<file path="config.mk">
export PLATFORM = sky130hd
export DESIGN_NAME = icd_spi_slave
export DESIGN_NICKNAME = d
export VERILOG_FILES = /design/src/rtl/icd_spi_slave.sv
export SDC_FILE = /design/constraint.sdc
export NUM_CORES = 1
export LEC_CHECK = 0
export BUFFER_PORTS_ARGS = -buffer_cell sky130_fd_sc_hd__buf_2
export CAP_MARGIN = 10
export CORE_UTILIZATION = 43
export DETAILED_ROUTE_END_ITERATION = 16
export PLACE_DENSITY = 0.65
export SLEW_MARGIN = 20
export SYNTH_ARGS = -nofsm -noshare
export SYNTH_HDL_FRONTEND = slang
export SYNTH_SLANG_ARGS = --single-unit
</file>
<file path="constraint.sdc">
create_clock -name clk6x -period 1.65 [get_ports clk6x]
set_clock_uncertainty 0.05 [all_clocks]
set_input_delay 0.0825 -clock clk6x [delete_from_list [all_inputs] [get_ports clk6x]]
set_output_delay 0.0825 -clock clk6x [all_outputs]
set_load 0.05 [all_outputs]
</file>
<file path="src/rtl/icd_spi_slave.sv">
// icd_spi_slave: SPI mode-0 slave front end for the In-Circuit Debugger.
// Synchronizes SCK/CSn/MOSI into clk6x, strobes RX bytes, shifts TX bytes.
module icd_spi_slave #(
  parameter int          SYNC_STAGES = 2,
  parameter logic [7:0]  IDLE_BYTE   = 8'hFF
) (
  input  logic       clk6x,
  input  logic       resetn,
  input  logic       spi_csn_i,
  input  logic       spi_sck_i,
  input  logic       spi_mosi_i,
  output logic       spi_miso_o,
  output logic       spi_miso_oe_o,
  output logic [7:0] rx_byte_o,
  output logic       rx_hdr_en_o,
  output logic       rx_db_en_o,
  input  logic [7:0] tx_byte_i,
  input  logic       tx_en_i,
  output logic       cs_active_o,
  output logic       tx_ovr_o
);

  localparam int NS = (SYNC_STAGES < 2) ? 2 : SYNC_STAGES;

  logic [NS-1:0] csn_sync_q, csn_sync_d;
  logic [NS-1:0] sck_sync_q, sck_sync_d;
  logic [NS-1:0] mosi_sync_q, mosi_sync_d;
  logic          csn_prev_q, csn_prev_d;
  logic          sck_prev_q, sck_prev_d;
  logic [NS:0]   vld_q, vld_d;
  logic          armed_q, armed_d;

  logic          cs_active_q, cs_active_d;
  logic [2:0]    bit_cnt_q, bit_cnt_d;
  logic [6:0]    rxsr_q, rxsr_d;
  logic [7:0]    rx_byte_q, rx_byte_d;
  logic          hdr_en_q, hdr_en_d;
  logic          db_en_q, db_en_d;
  logic          first_byte_q, first_byte_d;
  logic          load_pending_q, load_pending_d;
  logic [7:0]    txsr_q, txsr_d;
  logic [7:0]    txbuf_q, txbuf_d;
  logic          txbuf_valid_q, txbuf_valid_d;
  logic          tx_ovr_q, tx_ovr_d;

  logic csn_s, sck_s, mosi_s;
  logic cs_fall, cs_rise;
  logic sck_rise, sck_fall;
  logic consume;

  assign csn_s  = csn_sync_q[NS-1];
  assign sck_s  = sck_sync_q[NS-1];
  assign mosi_s = mosi_sync_q[NS-1];

  // Synchronizer shift, edge history and post-reset arming of CSn.
  always_comb begin
    csn_sync_d  = {csn_sync_q[NS-2:0], spi_csn_i};
    sck_sync_d  = {sck_sync_q[NS-2:0], spi_sck_i};
    mosi_sync_d = {mosi_sync_q[NS-2:0], spi_mosi_i};
    csn_prev_d  = csn_s;
    sck_prev_d  = sck_s;
    vld_d       = {vld_q[NS-1:0], 1'b1};
    // A frame already running at reset release must not look like a fall.
    armed_d     = armed_q | (vld_q[NS] & csn_s);
  end

  assign cs_fall  = armed_q & csn_prev_q & ~csn_s;
  assign cs_rise  = ~csn_prev_q & csn_s;
  assign sck_rise = cs_active_q & ~cs_rise & ~sck_prev_q & sck_s;
  assign sck_fall = cs_active_q & ~cs_rise & sck_prev_q & ~sck_s;

  // Frame, receive shifter, transmit shifter and TX buffer next state.
  always_comb begin
    cs_active_d    = cs_active_q;
    bit_cnt_d      = bit_cnt_q;
    rxsr_d         = rxsr_q;
    rx_byte_d      = rx_byte_q;
    hdr_en_d       = 1'b0;
    db_en_d        = 1'b0;
    first_byte_d   = first_byte_q;
    load_pending_d = load_pending_q;
    txsr_d         = txsr_q;
    txbuf_d        = txbuf_q;
    txbuf_valid_d  = txbuf_valid_q;
    tx_ovr_d       = tx_ovr_q;
    consume        = 1'b0;

    if (cs_fall) begin
      cs_active_d    = 1'b1;
      bit_cnt_d      = 3'd0;
      first_byte_d   = 1'b1;
      tx_ovr_d       = 1'b0;
      txsr_d         = IDLE_BYTE;
      txbuf_valid_d  = 1'b0;
      load_pending_d = 1'b0;
    end else if (cs_rise) begin
      cs_active_d    = 1'b0;
      bit_cnt_d      = 3'd0;
      load_pending_d = 1'b0;
    end else begin
      if (sck_rise) begin
        rxsr_d    = {rxsr_q[5:0], mosi_s};
        bit_cnt_d = bit_cnt_q + 3'd1;
        if (bit_cnt_q == 3'd7) begin
          rx_byte_d      = {rxsr_q, mosi_s};
          hdr_en_d       = first_byte_q;
          db_en_d        = ~first_byte_q;
          first_byte_d   = 1'b0;
          load_pending_d = 1'b1;
        end
      end
      if (sck_fall) begin
        if (load_pending_q) begin
          consume        = 1'b1;
          load_pending_d = 1'b0;
          txbuf_valid_d  = 1'b0;
          // A response arriving on the load edge goes straight out.
          if (tx_en_i)
            txsr_d = tx_byte_i;
          else if (txbuf_valid_q)
            txsr_d = txbuf_q;
          else
            txsr_d = IDLE_BYTE;
        end else if (bit_cnt_q != 3'd0) begin
          txsr_d = {txsr_q[6:0], 1'b0};
        end
      end
    end

    if (tx_en_i && !consume) begin
      txbuf_d       = tx_byte_i;
      txbuf_valid_d = 1'b1;
      if (txbuf_valid_q && !cs_fall)
        tx_ovr_d = 1'b1;
    end
  end

  // All state registers with synchronous active-low reset.
  always_ff @(posedge clk6x) begin
    if (!resetn) begin
      csn_sync_q     <= '1;
      sck_sync_q     <= '0;
      mosi_sync_q    <= '0;
      csn_prev_q     <= 1'b1;
      sck_prev_q     <= 1'b0;
      vld_q          <= '0;
      armed_q        <= 1'b0;
      cs_active_q    <= 1'b0;
      bit_cnt_q      <= 3'd0;
      rxsr_q         <= '0;
      rx_byte_q      <= '0;
      hdr_en_q       <= 1'b0;
      db_en_q        <= 1'b0;
      first_byte_q   <= 1'b0;
      load_pending_q <= 1'b0;
      txsr_q         <= IDLE_BYTE;
      txbuf_q        <= '0;
      txbuf_valid_q  <= 1'b0;
      tx_ovr_q       <= 1'b0;
    end else begin
      csn_sync_q     <= csn_sync_d;
      sck_sync_q     <= sck_sync_d;
      mosi_sync_q    <= mosi_sync_d;
      csn_prev_q     <= csn_prev_d;
      sck_prev_q     <= sck_prev_d;
      vld_q          <= vld_d;
      armed_q        <= armed_d;
      cs_active_q    <= cs_active_d;
      bit_cnt_q      <= bit_cnt_d;
      rxsr_q         <= rxsr_d;
      rx_byte_q      <= rx_byte_d;
      hdr_en_q       <= hdr_en_d;
      db_en_q        <= db_en_d;
      first_byte_q   <= first_byte_d;
      load_pending_q <= load_pending_d;
      txsr_q         <= txsr_d;
      txbuf_q        <= txbuf_d;
      txbuf_valid_q  <= txbuf_valid_d;
      tx_ovr_q       <= tx_ovr_d;
    end
  end

  assign spi_miso_o    = cs_active_q ? txsr_q[7] : 1'b1;
  assign spi_miso_oe_o = cs_active_q;
  assign rx_byte_o     = rx_byte_q;
  assign rx_hdr_en_o   = hdr_en_q;
  assign rx_db_en_o    = db_en_q;
  assign cs_active_o   = cs_active_q;
  assign tx_ovr_o      = tx_ovr_q;

endmodule

</file>
==> results.toml <==
[clock_tree]
clock_sinks = 53
htreeDepth = 2
clkLatencyLatePin_ns = 0.31
cts_tree = "yes"
cts_max_path_buffers = 2
path_clk_slew_ns = 0.10
cts_buffers = 5
clockRootBuffer = "clkbuf_8"

[route]
post_drt_wl_per_cell_um = 11.6
drc = 0
wirelength_um = 3970
wl_met1_um = 1980
routed.top_layer = "met4"
drtPass1Iterations = 4
vias = 1618
wl_met3_um = 144
drtIter0Drc = 109
ant_nets = 0
viasPerCell = 4.73
dr_wl_met2_um = 1770

[logic_synthesis]
yosys.area_share.adder_pct = 1.76
ys_warn_count = 0
netlist_area_um2 = 2130
synth-seq-area-share_pct = 49.9
synthXorXnorAreaFrac_pct = 0.412
avgSynthCellArea_um2 = 9.17
ys_seq_elements = 53
synth_top_family_by_area = "simple AND/OR/NAND/NOR gates"
ys_types = 33
synthSimpleGateAreaFrac_pct = 25.6
muxShareOfSynthArea_pct = 8.00
syn_nets = 249
synth_compound_area_share_pct = 9.99
synthCells = 232

[worst_setup_path]
arrival_ns = 1.73
required_ns = 1.81
critical_path_class = "reg2reg"
worstPathMaxFanout = 15
crit_path_start_kind = "flip-flop"
cp-end-kind = "flip-flop"

[power_and_ir_drop]
swShare_pct = 23.3
power.clock.fraction_pct = 34.5
switchingPower_w = 0.000521
pwr-share-comb_pct = 6.5
intPower_w = 0.00172
total_power_w = 0.00224
p_leak_nw = 1.14
p_seq_share_pct = 59.0
ir_drop_v = 0.000527
powerDensity_nw_per_um2 = 857

[die]
io_pins = 28
die_h_um = 72.4
start_util_pct = 44.8
die_x_um = 72.4
dieArea_um2 = 5230
row_count = 25
core_area_um2 = 4750

[placed_design]
gp_congestion = 0.761
dp_hpwl_um = 2710
portBuffers = 27
placed_area_um2 = 2380
dp_cells = 322

[outcome]
status = "finished clean"

[grt]
grt_pass1_wl_um = 6720
first_global_vias = 1475
grt_usage_pct = 16.9
grt_max_degree = 26
gr-total-overflow = 0
grt_antenna_before_repair = 0

[final_layout]
nets = 291
fin_cells = 342
fill_cells = 468
fin_area_um2 = 2610
multi_input_area_um2 = 991
utilization_pct = 54.9
seqCellArea_um2 = 1070
drive_above_1_share_pct = 22.9
num_antenna_cells = 0
layout-area-overhead-vs-synth_pct = 22.6

[sta]
fin_crit_sh_pct = 95.0
holdWs_ns = 0.0888
relSlewSlack_pct = 70.0
max_freq_ghz = 0.638
hold_viol = 0
finalCriticalPeriod_ns = 1.57
drv_slew = 0
rsz0062_at_grt = "yes"
setup_viol = 0
worstMarginPinSlew_ns = 0.445

[min_path]
min_path_type = "in2reg"

[job]
drv_cap = 0
-- state kept, by name, indices dropped and copies added (netlist names), 2 cells and up --
name,flops
rx_byte_o,8
txbuf_q,8
txsr_q,8
rxsr_q,7
bit_cnt_q,3
vld_q,3
csn_sync_q,2
mosi_sync_q,2
sck_sync_q,2
-- stage by stage --
stage | setup WS [ns] | setup TNS, ns
global route | -0.0304 | -0.0304
finish | 0.0829 | 0
floorplan | 0.0361 | 0
CTS | 0.0174 | 0
detailed placement | 0.00823 | 0
global placement | 0.0706 | 0
-- layout make-up --
class                      instances  area share (%)
clock buffer                       6            3.17
clock inverter                     2           0.624
inverter                           8            1.15
multi-input combinational        159            38.0
sequential                        53            40.9
tap                               67            3.21
timing repair buffer              47            12.9
-- worst paths after layout --
check / cells past startpoint / startpoint / slack, ns / end
worst max register to register: 7 / bit_cnt_q[0]$_SDFFE_PP0N_ / 0.08 / txsr_q[0]$_SDFFE_PP1P_
worst min-delay path: 2 / resetn / 0.09 / csn_prev_q$_SDFF_PN1_
worst min register to register: 1 / mosi_sync_q[0]$_SDFF_PN0_ / 0.39 / mosi_sync_q[1]$_SDFF_PN0_
worst max-delay path: 7 / bit_cnt_q[0]$_SDFFE_PP0N_ / 0.08 / txsr_q[0]$_SDFFE_PP1P_
-- Yosys cell counts (all sizes together) --
cell type | instances | area share [%]
o311ai | 7 | 2.9
and2 | 7 | 2.1
inv | 8 | 1.4
nor2 | 22 | 3.9
nor3 | 3 | 1.2
nor2b | 1 | 0.29
nand3b | 2 | 0.71
and2b | 1 | 0.47
and3b | 1 | 0.47
o21ai | 17 | 4.0
nor4 | 1 | 0.59
o22ai | 1 | 0.29
nor3b | 1 | 0.35
dfxtp | 53 | 50
clkbuf | 7 | 1.2
a211oi | 1 | 0.35
buf | 5 | 1.7
xnor2 | 1 | 0.41
a21oi | 3 | 0.71
o41ai | 1 | 1.3
ha | 3 | 1.8
a221o | 1 | 0.47
mux2i | 17 | 8.0
nand2b | 13 | 3.8
nand2 | 36 | 6.3
and3 | 7 | 2.5
nand4 | 2 | 0.59
nand3 | 10 | 2.4
-- worst max-delay path, stage by stage, from the launching register on --
cell     delay [ns]
dfxtp_2        0.34
inv_2          0.04
ha_1           0.17
nor3b_2        0.16
nor4_4         0.20
buf_12         0.17
inv_2          0.03
a221o_1        0.32
-- per-layer routing --
metal | vias up | global-route usage [%]
met5 | - | 0
met4 | 0 | 7.19
met3 | 8 | 3.75
met2 | 33 | 25.4
met1 | 710 | 23.2
li1 | 867 | -
-- cell families after synthesis --
logic type	count (synthesis)
compound gates	31
buf+inv	20
simple gates	107
xor+xnor	1
mux	17
flops	53
fa+ha+maj	3
-- timing repair --
item,CTS,global route
gates resized for setup,0,5
setup buffers,0,1
endpoints found under the setup margin,0,13
hold buffers,11,0
hold endpoints to repair,11,0
-- power groups by stage --
stage	Clock (W)	Combinational (W)	Sequential, W
after CTS	0.000796	0.000145	0.00132
after global routing	0.000842	0.000163	0.00133
final	0.000772	0.000145	0.00132
after floorplan	0	0.0000750	0.00135
after global placement	0	0.000123	0.00135
after detailed placement	0	0.000125	0.00135
-- cells in the final DEF, fill, tap and decap left out, types with 6 or more instances in the layout --
| cell | instances |
|---|---|
| o311ai_0 | 7 |
| nand2b_1 | 13 |
| o21ai_0 | 16 |
| buf_2 | 27 |
| and2_1 | 7 |
| nand3_1 | 10 |
| buf_4 | 7 |
| dfxtp_1 | 50 |
| clkbuf_8 | 6 |
| and3_2 | 7 |
| inv_1 | 6 |
| mux2i_1 | 17 |
| dlygate4sd3_1 | 11 |
| nand2_1 | 36 |
| nor2_1 | 22 |
(Power assumes the default switching activity.)
